`src/rtl/sa_os_tile_scheduler_if.sv`:
```
// Job/feed/drain bundle between the tile scheduler and its neighbours.
// master: scheduler (drives status, feed, tile info, drain_req); slave: host/feeders/output stage.
interface sa_os_tile_scheduler_if #(
  parameter int M = 25,
  parameter int N = 19,
  parameter int L = 17,
  parameter int P = 8,
  parameter int Q = 8
);
  localparam int TR  = (M + P - 1) / P;
  localparam int TC  = (L + Q - 1) / Q;
  localparam int KW  = (N > 1) ? $clog2(N) : 1;
  localparam int RW  = (M > 1) ? $clog2(M) : 1;
  localparam int CW  = (L > 1) ? $clog2(L) : 1;
  localparam int RVW = $clog2(P + 1);
  localparam int CVW = $clog2(Q + 1);
  localparam int TW  = $clog2(TR * TC + 1);

  logic           start;
  logic           busy;
  logic           done;
  logic           acc_clr;
  logic           feed_valid;
  logic           feed_ready;
  logic [KW-1:0]  feed_k;
  logic           feed_last;
  logic [RW-1:0]  tile_row0;
  logic [CW-1:0]  tile_col0;
  logic [RVW-1:0] rows_vld;
  logic [CVW-1:0] cols_vld;
  logic           drain_req;
  logic           drain_ack;
  logic           last_tile;
  logic [TW-1:0]  tile_cnt;

  modport master (
    input  start, feed_ready, drain_ack,
    output busy, done, acc_clr, feed_valid, feed_k, feed_last,
    output tile_row0, tile_col0, rows_vld, cols_vld,
    output drain_req, last_tile, tile_cnt
  );

  modport slave (
    output start, feed_ready, drain_ack,
    input  busy, done, acc_clr, feed_valid, feed_k, feed_last,
    input  tile_row0, tile_col0, rows_vld, cols_vld,
    input  drain_req, last_tile, tile_cnt
  );
endinterface

```
`src/rtl/sa_os_tile_scheduler.sv`:
```
// Output-stationary systolic array tile sequencer: clear, feed N beats, flush, drain per tile.
// Ports: clk, rst_n (async active-low), bus (master side of sa_os_tile_scheduler_if).
module sa_os_tile_scheduler #(
  parameter int M    = 25,
  parameter int N    = 19,
  parameter int L    = 17,
  parameter int P    = 8,
  parameter int Q    = 8,
  parameter int SKEW = P + Q - 1
) (
  input  logic                   clk,
  input  logic                   rst_n,
  sa_os_tile_scheduler_if.master bus
);
  localparam int TR  = (M + P - 1) / P;
  localparam int TC  = (L + Q - 1) / Q;
  localparam int KW  = (N > 1) ? $clog2(N) : 1;
  localparam int RW  = (M > 1) ? $clog2(M) : 1;
  localparam int CW  = (L > 1) ? $clog2(L) : 1;
  localparam int RVW = $clog2(P + 1);
  localparam int CVW = $clog2(Q + 1);
  localparam int TW  = $clog2(TR * TC + 1);
  localparam int TRW = (TR > 1) ? $clog2(TR) : 1;
  localparam int TCW = (TC > 1) ? $clog2(TC) : 1;
  localparam int FW  = (SKEW > 1) ? $clog2(SKEW) : 1;

  typedef enum logic [2:0] {
    IDLE, CLR, FEED, FLUSH, DRAIN, DONE
  } state_t;

  state_t         state;
  logic [KW-1:0]  k;
  logic [FW-1:0]  fcnt;
  logic [TRW-1:0] tr, tr_n;
  logic [TCW-1:0] tc, tc_n;
  logic           busy, done, acc_clr;
  logic           feed_valid, drain_req, last_tile;
  logic [RW-1:0]  row0;
  logic [CW-1:0]  col0;
  logic [RVW-1:0] rows;
  logic [CVW-1:0] cols;
  logic [TW-1:0]  tcnt;

  function automatic logic [RW-1:0] row0_of(input logic [TRW-1:0] t);
    return RW'(int'(t) * P);
  endfunction

  function automatic logic [CW-1:0] col0_of(input logic [TCW-1:0] t);
    return CW'(int'(t) * Q);
  endfunction

  // Edge tiles hold fewer valid rows/cols; never zero since tr < TR.
  function automatic logic [RVW-1:0] rows_of(input logic [TRW-1:0] t);
    int r;
    r = M - int'(t) * P;
    return RVW'((r < P) ? r : P);
  endfunction

  function automatic logic [CVW-1:0] cols_of(input logic [TCW-1:0] t);
    int c;
    c = L - int'(t) * Q;
    return CVW'((c < Q) ? c : Q);
  endfunction

  function automatic logic last_of(
    input logic [TRW-1:0] r,
    input logic [TCW-1:0] c
  );
    return (r == TRW'(TR - 1)) && (c == TCW'(TC - 1));
  endfunction

  // Row-major walk, tile column innermost.
  always_comb begin
    tr_n = tr;
    tc_n = tc + 1'b1;
    if (tc == TCW'(TC - 1)) begin
      tc_n = '0;
      tr_n = tr + 1'b1;
    end
  end

  always_ff @(posedge clk or negedge rst_n) begin
    if (!rst_n) begin
      state      <= IDLE;
      k          <= '0;
      fcnt       <= '0;
      tr         <= '0;
      tc         <= '0;
      busy       <= 1'b0;
      done       <= 1'b0;
      acc_clr    <= 1'b0;
      feed_valid <= 1'b0;
      drain_req  <= 1'b0;
      last_tile  <= 1'b0;
      row0       <= '0;
      col0       <= '0;
      rows       <= '0;
      cols       <= '0;
      tcnt       <= '0;
    end else begin
      acc_clr <= 1'b0;
      done    <= 1'b0;
      unique case (state)
        IDLE: begin
          if (bus.start) begin
            state     <= CLR;
            busy      <= 1'b1;
            acc_clr   <= 1'b1;
            tr        <= '0;
            tc        <= '0;
            tcnt      <= '0;
            row0      <= '0;
            col0      <= '0;
            rows      <= rows_of('0);
            cols      <= cols_of('0);
            last_tile <= last_of('0, '0);
          end
        end
        CLR: begin
          k          <= '0;
          feed_valid <= 1'b1;
          state      <= FEED;
        end
        FEED: begin
          if (bus.feed_ready) begin
            if (k == KW'(N - 1)) begin
              feed_valid <= 1'b0;
              fcnt       <= '0;
              state      <= FLUSH;
            end else begin
              k <= k + 1'b1;
            end
          end
        end
        FLUSH: begin
          if (fcnt == FW'(SKEW - 1)) begin
            drain_req <= 1'b1;
            state     <= DRAIN;
          end else begin
            fcnt <= fcnt + 1'b1;
          end
        end
        DRAIN: begin
          if (bus.drain_ack) begin
            drain_req <= 1'b0;
            tcnt      <= tcnt + 1'b1;
            if (last_tile) begin
              state <= DONE;
            end else begin
              tr        <= tr_n;
              tc        <= tc_n;
              row0      <= row0_of(tr_n);
              col0      <= col0_of(tc_n);
              rows      <= rows_of(tr_n);
              cols      <= cols_of(tc_n);
              last_tile <= last_of(tr_n, tc_n);
              acc_clr   <= 1'b1;
              state     <= CLR;
            end
          end
        end
        DONE: begin
          done  <= 1'b1;
          busy  <= 1'b0;
          state <= IDLE;
        end
        default: state <= IDLE;
      endcase
    end
  end

  assign bus.busy       = busy;
  assign bus.done       = done;
  assign bus.acc_clr    = acc_clr;
  assign bus.feed_valid = feed_valid;
  assign bus.feed_k     = k;
  assign bus.feed_last  = feed_valid && (k == KW'(N - 1));
  assign bus.tile_row0  = row0;
  assign bus.tile_col0  = col0;
  assign bus.rows_vld   = rows;
  assign bus.cols_vld   = cols;
  assign bus.drain_req  = drain_req;
  assign bus.last_tile  = last_tile;
  assign bus.tile_cnt   = tcnt;
endmodule

```
`src/flat_wrapper.sv`:
```
// flat-port wrapper written by rule: the top's interface ports become plain ports
module sa_os_tile_scheduler_flat 
#(
  parameter int M    = 25,
  parameter int N    = 19,
  parameter int L    = 17,
  parameter int P    = 8,
  parameter int Q    = 8,
  parameter int SKEW = P + Q - 1
)
  (clk, rst_n, bus_start, bus_feed_ready, bus_drain_ack, bus_busy, bus_done, bus_acc_clr, bus_feed_valid, bus_feed_k, bus_feed_last, bus_tile_row0, bus_tile_col0, bus_rows_vld, bus_cols_vld, bus_drain_req, bus_last_tile, bus_tile_cnt);
  sa_os_tile_scheduler_if #(.M(M), .N(N), .L(L), .P(P), .Q(Q)) bus_i ();
  input  logic clk;
  input  logic rst_n;
  input wire logic [$bits(bus_i.start)-1:0] bus_start;
  input wire logic [$bits(bus_i.feed_ready)-1:0] bus_feed_ready;
  input wire logic [$bits(bus_i.drain_ack)-1:0] bus_drain_ack;
  output wire logic [$bits(bus_i.busy)-1:0] bus_busy;
  output wire logic [$bits(bus_i.done)-1:0] bus_done;
  output wire logic [$bits(bus_i.acc_clr)-1:0] bus_acc_clr;
  output wire logic [$bits(bus_i.feed_valid)-1:0] bus_feed_valid;
  output wire logic [$bits(bus_i.feed_k)-1:0] bus_feed_k;
  output wire logic [$bits(bus_i.feed_last)-1:0] bus_feed_last;
  output wire logic [$bits(bus_i.tile_row0)-1:0] bus_tile_row0;
  output wire logic [$bits(bus_i.tile_col0)-1:0] bus_tile_col0;
  output wire logic [$bits(bus_i.rows_vld)-1:0] bus_rows_vld;
  output wire logic [$bits(bus_i.cols_vld)-1:0] bus_cols_vld;
  output wire logic [$bits(bus_i.drain_req)-1:0] bus_drain_req;
  output wire logic [$bits(bus_i.last_tile)-1:0] bus_last_tile;
  output wire logic [$bits(bus_i.tile_cnt)-1:0] bus_tile_cnt;
  assign bus_i.start = bus_start;
  assign bus_i.feed_ready = bus_feed_ready;
  assign bus_i.drain_ack = bus_drain_ack;
  assign bus_busy = bus_i.busy;
  assign bus_done = bus_i.done;
  assign bus_acc_clr = bus_i.acc_clr;
  assign bus_feed_valid = bus_i.feed_valid;
  assign bus_feed_k = bus_i.feed_k;
  assign bus_feed_last = bus_i.feed_last;
  assign bus_tile_row0 = bus_i.tile_row0;
  assign bus_tile_col0 = bus_i.tile_col0;
  assign bus_rows_vld = bus_i.rows_vld;
  assign bus_cols_vld = bus_i.cols_vld;
  assign bus_drain_req = bus_i.drain_req;
  assign bus_last_tile = bus_i.last_tile;
  assign bus_tile_cnt = bus_i.tile_cnt;
  sa_os_tile_scheduler #(.M(M), .N(N), .L(L), .P(P), .Q(Q), .SKEW(SKEW)) u_core (.clk(clk), .rst_n(rst_n), .bus(bus_i));
endmodule
```
`config.mk`:
```
export PLATFORM = sky130hd
export DESIGN_NAME = sa_os_tile_scheduler_flat
export DESIGN_NICKNAME = d
export VERILOG_FILES = /design/src/rtl/sa_os_tile_scheduler_if.sv /design/src/rtl/sa_os_tile_scheduler.sv /design/src/flat_wrapper.sv
export SDC_FILE = /design/constraint.sdc
export NUM_CORES = 1
export LEC_CHECK = 0
export ABC_CLOCK_PERIOD_IN_PS = 2500
export CORE_UTILIZATION = 48
export DETAILED_ROUTE_END_ITERATION = 16
export HOLD_SLACK_MARGIN = 0.08
export PLACE_DENSITY = 0.78
export SKIP_LAST_GASP = 1
export SYNTH_ARGS = -nofsm -noshare
export SYNTH_HDL_FRONTEND = slang
export SYNTH_SLANG_ARGS = --single-unit
```
`constraint.sdc`:
```
create_clock -name clk -period 2.5 [get_ports clk]
set_input_delay 0.75 -clock clk [delete_from_list [all_inputs] [get_ports clk]]
set_output_delay 0.75 -clock clk [all_outputs]
set_load 0.02 [all_outputs]
```
==> impl_metrics.toml <==
[synthesis]
synth.area.top_cells = "dfrtp_1, buf_4, o21ai_0"
synth_top_area_frac = 0.4640
synth.largest_area_cell = "dfrtp_1"
synthCells = 157
synth-seq-cells = 29
avgSynthCellArea_um2 = 9.962
synth_warnings = 0
synth_top_flop_cell = "dfrtp_1"
synthArstFlopShare = 1.000
ys_types = 41
synth_area_um2 = 1564
seq_area_frac_synth = 0.4640
synth_edf_count = 0

[job]
max_cap_violations = 0

[timing]
rsz0062_at_grt = "false"
tightest_slew_ns = 0.5173
slew-limit-headroom = 0.6544
hold_violations = 0
setup_viol = 0
hold-worst-slack_ns = 0.5018
slew_viol_final = 0
max_freq_mhz = 425.4
finalCritPeriodShare = 0.9402
period_minus_slack_ns = 2.351
skew_ns = 0.008202

[clock_tree]
ctsRootBufferMaster = "clkbuf_4"
hold_buffers = 0
ctsLongestPathBuffers = 2
ctsResizeCount = 4
cts.clk_slew.worst_paths_ns = 0.09
h-tree-depth = 2
clock_sinks = 29
post-cts-setup-buffers = 0
cts_made_buffers = 5
tritoncts = "yes"
clock_latency_ns = 0.33

[critical_path]
arrival_ns = 1.60
endpoint = "bus_feed_last"
regToRegSetupSlack_ns = 0.60
critPathKind = "flip-flop to primary output"
crit_cells = 5
crit_buf_inv = 2
timing.rr.start = "u_core.state[2]"
rr_worst_depth = 3
required_ns = 1.75
cp_max_fo = 2
critPathCaptureType = "primary output"
cp-start-kind = "flip-flop"
cp_slowest_cell = "dfrtp_1"
r2r-end = "u_core.tr[1]"
crit_start = "u_core.bus.feed_k[0]"
crit_chain = "inv_1 -> ha_1 -> nor4bb_4 -> and2_1 -> buf_2"
slowest_delay_ns = 0.39
critical-path-top-delay-family = "simple AND/OR/NAND/NOR gates"

[die]
die_h_um = 59.08
initial_core_util = 0.5081
dieArea_um2 = 3490
rows = 20
io_pins = 39
die_w_um = 59.08
coreArea_um2 = 3078

[layout]
postLayoutCoreUtil = 0.6362
areaGrowthSynthToFinish_pct = 25.20
nets = 204
num_antenna_cells = 0
final_area_um2 = 1958
drive_gt1_frac = 0.09744

[drt]
drtPass1Iterations = 4
drt_iter0_drc = 65
routed_wl_mm = 3.461
viasPerCell = 5.469
ant_nets = 0
wl_per_cell_um = 14.48
route.detailed.drc = 0
route.vias.total = 1307

[global_routing]
grt_pass1_wl_mm = 5.513
grt_util_all_layers = 0.2201
antenna_found_initial = 0
gr-total-overflow = 0
grt_max_degree = 30
grt_pass1_vias = 1198

[power_and_ir_drop]
power_density_nw_per_um2 = 976.5
p_leak_uw = 0.0008394
ir_drop_mv = 0.5340

[place]
gp_congestion = 0.7945
placed_area_um2 = 1899
dp_hpwl_mm = 2.495
io_buffers = 28

[worst_hold_path]
min_path_type = "flip-flop to flip-flop"

[status]
status = "completed"
## how the worst min path moves through the flow
stage	start	endpoint	slack, ns	cells after the start
6_report	u_core.bus.drain_req	u_core.bus.drain_req	0.50	2
5_1_grt	u_core.bus.drain_req	u_core.bus.drain_req	0.53	2
4_1_cts	u_core.bus.drain_req	u_core.bus.drain_req	0.51	2
3_5_place_dp	u_core.bus.drain_req	u_core.bus.drain_req	0.48	2
3_3_place_gp	u_core.bus.drain_req	u_core.bus.drain_req	0.48	2
2_1_floorplan	rst_n	u_core.bus.acc_clr	0.45	0
## kinds of logic (layout without fill, tap and decap cells)
family	Yosys count	after routing	share of synthesized area
other	1	10	0.002398
XOR/XNOR	1	1	0.005601
flip-flops	29	29	0.4640
AND/OR/NAND/NOR	55	55	0.2280
multiplexers	3	3	0.02000
adder cells (fa/ha/maj)	5	5	0.04000
AO/OA/AOI/OAI	39	39	0.1560
buffers and inverters	24	53	0.08400
## cell type report
| cell class | instances | area, um2 |
|---|---|---|
| clock buffers | 8 | 48.80 |
| multi-input cells | 113 | 755.7 |
| repair buffers | 37 | 342.8 |
| flip-flops and latches | 29 | 725.7 |
| fillers | 287 | 1120 |
| inverters | 8 | 30.03 |
| well taps | 44 | 55.05 |
## cell usage after synthesis, types with 4 or more instances
library cell,instances
dfrtp_1,29
nor2_1,7
nand2b_1,4
nand2_1,7
clkbuf_1,5
ha_1,5
buf_4,11
o21ai_0,13
inv_1,8
nand3_1,5
a21oi_1,10
or3_1,5
## per-stage QoR
| stage | cells | TNS [ns] | setup WS, ns | power [uW] |
|---|---|---|---|---|
| after floorplan | 166 | 0 | 0.1983 | 1284 |
| after global placement | 231 | 0 | 0.1029 | 1595 |
| final | 239 | 0 | 0.1494 | 1912 |
| after detailed placement | 231 | -0.02274 | -0.02274 | 1637 |
| after CTS | 239 | 0 | 0.009193 | 1914 |
| after global routing | 239 | 0 | 0.08174 | 2044 |
## metal layers
metal,routed length [um],share of wire,up-vias,GRT usage
met5,0,0,-,0
met2,1757,0.51,39,0.3620
met3,149,0.043,7,0.04803
li1,-,-,630,-
met4,58,0.017,0,0.1259
met1,1496,0.43,631,0.2665
## tightest hold or removal path, delay by kind of cell (launching register included)
kind	cells	cell delay, ns
flops	1	0.35
compound gates	1	0.06
simple gates	1	0.05
## cells in the final DEF, fill, tap and decap left out, drive strengths merged, types with 2 or more instances in the layout
cell	Yosys	layout
dfrtp	29	29
clkdlybuf4s50	0	27
o21ai	13	13
a21oi	10	10
conb	1	10
buf	11	10
inv	8	8
clkbuf	5	8
nor2	7	7
nand2	7	7
or3	5	5
nand3	5	5
ha	5	5
nand2b	4	4
nor3b	3	3
nor2b	3	3
and2	3	3
nand4bb	3	3
nor4bb	3	3
or4	2	2
nand3b	2	2
mux2i	2	2
a31oi	2	2
nor3	2	2
a22o	2	2
o41ai	2	2
o31ai	2	2
a2bb2oi	2	2
or3b	2	2
## power by group
| group | internal [uW] | switching [uW] |
|---|---|---|
| Sequential | 607 | 178 |
| Clock | 112 | 158 |
| Combinational | 415 | 442 |
## state kept, by name (all words and copies together) (netlist names)
signal                 count
u_core.bus.feed_k          5
u_core.bus.tile_cnt        4
u_core.fcnt                4
u_core.state               3
u_core.bus.cols_vld        2
u_core.bus.rows_vld        2
u_core.tr                  2
u_core.bus.acc_clr         1
u_core.bus.busy            1
u_core.bus.done            1
u_core.bus.drain_req       1
u_core.bus.feed_valid      1
u_core.bus.last_tile       1
u_core.tc                  1
Note: power is estimated with default switching activity, not from simulation.
==> variant: new RTL, same settings <==
Encoding of `state_t`: now one-hot (6 bits for 6 states).
--- a/src/rtl/sa_os_tile_scheduler.sv
+++ b/src/rtl/sa_os_tile_scheduler.sv
@@ -26,4 +26,4 @@
 
-  typedef enum logic [2:0] {
-    IDLE, CLR, FEED, FLUSH, DRAIN, DONE
+  typedef enum logic [5:0] {
+    IDLE = 6'b000001, CLR = 6'b000010, FEED = 6'b000100, FLUSH = 6'b001000, DRAIN = 6'b010000, DONE = 6'b100000
   } state_t;
Behaviour: no difference found for any inputs over 10 cycles, from zero or initial values and one cycle with rst_n low; not proved beyond that.
==> variant against the original RTL <==
Hold slack gained 0.0026 ns. First-iteration DRC count down 9.2%. Synthesized area rose by 6.9%. Non-clock buffer count shrank 2. Wire length is 0.90% lower. Count of clock-buffer cells in the layout is 1 lower. Via count is 0.46% lower. Cell area grew 5.6%. Fmax rose by 2.6%. Core utilization fell by 1.6 points. Worst setup slack improved by 0.059 ns. Sequential cell count up 3.
Power is not compared: it rests on default switching activity, and its combinational part moved more than twofold at a synthesized area within 25%.
==> variant: results (changes against the original RTL) <==
| Metric | Value |
|---|---|
| Status | completed |
| Worst slack, placed | 0.0854 ns (+0.108 ns) |
| Initial antenna violation count | 0 (unchanged) |
| Nonclk buf count | 35 (-5.4%) |
| Share of cells above drive strength 1 | 11.7% (+1.9 points) |
| R2R depth | 4 (+1) |
| # fillers | 294 (+2.4%) |
| Inverters | 7 (-1) |
| Final nets | 206 (+0.98%) |
| Met3 usage | 7.56% (+2.8 points) |
| # resized after CTS | 2 (-2) |
| N_diodes | 0 (unchanged) |
| Port bufs | 28 (unchanged) |
| FF-to-FF Start | u_core.state[5]$_DFFE_PN0P_ |
| Top FF cell, synth | dfrtp_1 |
| Pint | between 0.8 and 0.9 mW |
| Area of the multi-input gates | 805 um^2 (+6.5%) |
| Number of global-route vias before repair | 1226 (+2.3%) |
| Dpl cell area | 0.00201 mm^2 (+5.7%) |
| Yosys cell types | 50 (+22%) |
| Fin util | 62.0% (-1.6 points) |
| Mux cell area share after synthesis | 1.87% (-0.13 points) |
| Max FFs per register | 6 (+1) |
| Buffering overhead | 15.8% (-1.7 points) |
| Clock buffers | 7 (-1) |
| Routed length on met1 | 1.52 mm (+1.5%) |
| RD Place Congestion | 0.769 (-3.3%) |
| DRT iter0 DRCs | 59 (-9.2%) |
| Number of multi-input logic gates | 115 (+1.8%) |
| Routed vias/inst | 5.35 (-2.1%) |
| Seq_cells | 32 (+10%) |
| Final worst clock skew | 0.00586 ns (-0.00234 ns) |
| Met3 Wirelength | 125 um (-16%) |
| Register area | 802 um^2 (+11%) |
| Met1 usage | 25.4% (-1.2 points) |
| Synth area leaders | dfrtp_1, buf_4, ha_1, and3b_1, nor2_1 |
| Tcrit/Tclk final | 91.7% (-2.3 points) |
| GRT Util Overall | 21.2% (-0.84 points) |
| Met2 WL post-DR | 1.73 mm (-1.8%) |
| Post-Syn Area per Cell | 10.6 um^2 (+6.9%) |
| Crit path DAT | 1.54 ns (-0.06 ns) |
| Top sig layer | met4 |
| Total number of vias | 1301 (-0.46%) |
| Largest net degree at the start of global routing | 33 (+10%) |
| XOR/XNOR Fraction of Synth Area | 2.62% (+2.1 points) |
| Clk tree area frac | 2.42% (-0.072 points) |
| DP Wirelength | 2.49 mm (-0.18%) |
| Die width | 61.0 um (+3.3%) |
| FFs w/ async S/R, synth | 100% (unchanged) |
| Top post-synthesis cells by count | dfrtp_1, buf_4, nor2_1, nand2_1 |
| Final WL | 3.43 mm (-0.90%) |
| Top cell family by delay on the critical path | flip-flops |
| HP Class | register to register |
| Synth Area in Compound Gates | 12.6% (-3.0 points) |
| Register area share after synthesis | 48.0% (+1.6 points) |
| R2r setup slk | 0.54 ns (-0.06 ns) |
| First-pass GRT wire length | 5.53 mm (+0.36%) |
| Met2 usage | 34.5% (-1.7 points) |
| Critical Path Max Stage Delay | 0.39 ns (about the same) |
| Adder-Cell Fraction of Synth Area | 3.74% (-0.26 points) |
-- variant: worst min path at each step --
stage	from	to	slack [ns]	cells past startpoint
6_report	u_core.bus.tile_cnt[3]$_DFFE_PN0P_	u_core.bus.tile_cnt[3]$_DFFE_PN0P_	0.50	1
5_1_grt	u_core.bus.tile_cnt[3]$_DFFE_PN0P_	u_core.bus.tile_cnt[3]$_DFFE_PN0P_	0.54	1
4_1_cts	u_core.bus.tile_cnt[3]$_DFFE_PN0P_	u_core.bus.tile_cnt[3]$_DFFE_PN0P_	0.51	1
3_5_place_dp	u_core.bus.tile_cnt[3]$_DFFE_PN0P_	u_core.bus.tile_cnt[3]$_DFFE_PN0P_	0.49	1
3_3_place_gp	u_core.bus.tile_cnt[3]$_DFFE_PN0P_	u_core.bus.tile_cnt[3]$_DFFE_PN0P_	0.47	1
2_1_floorplan	rst_n	u_core.bus.acc_clr$_DFF_PN0_	0.45	0
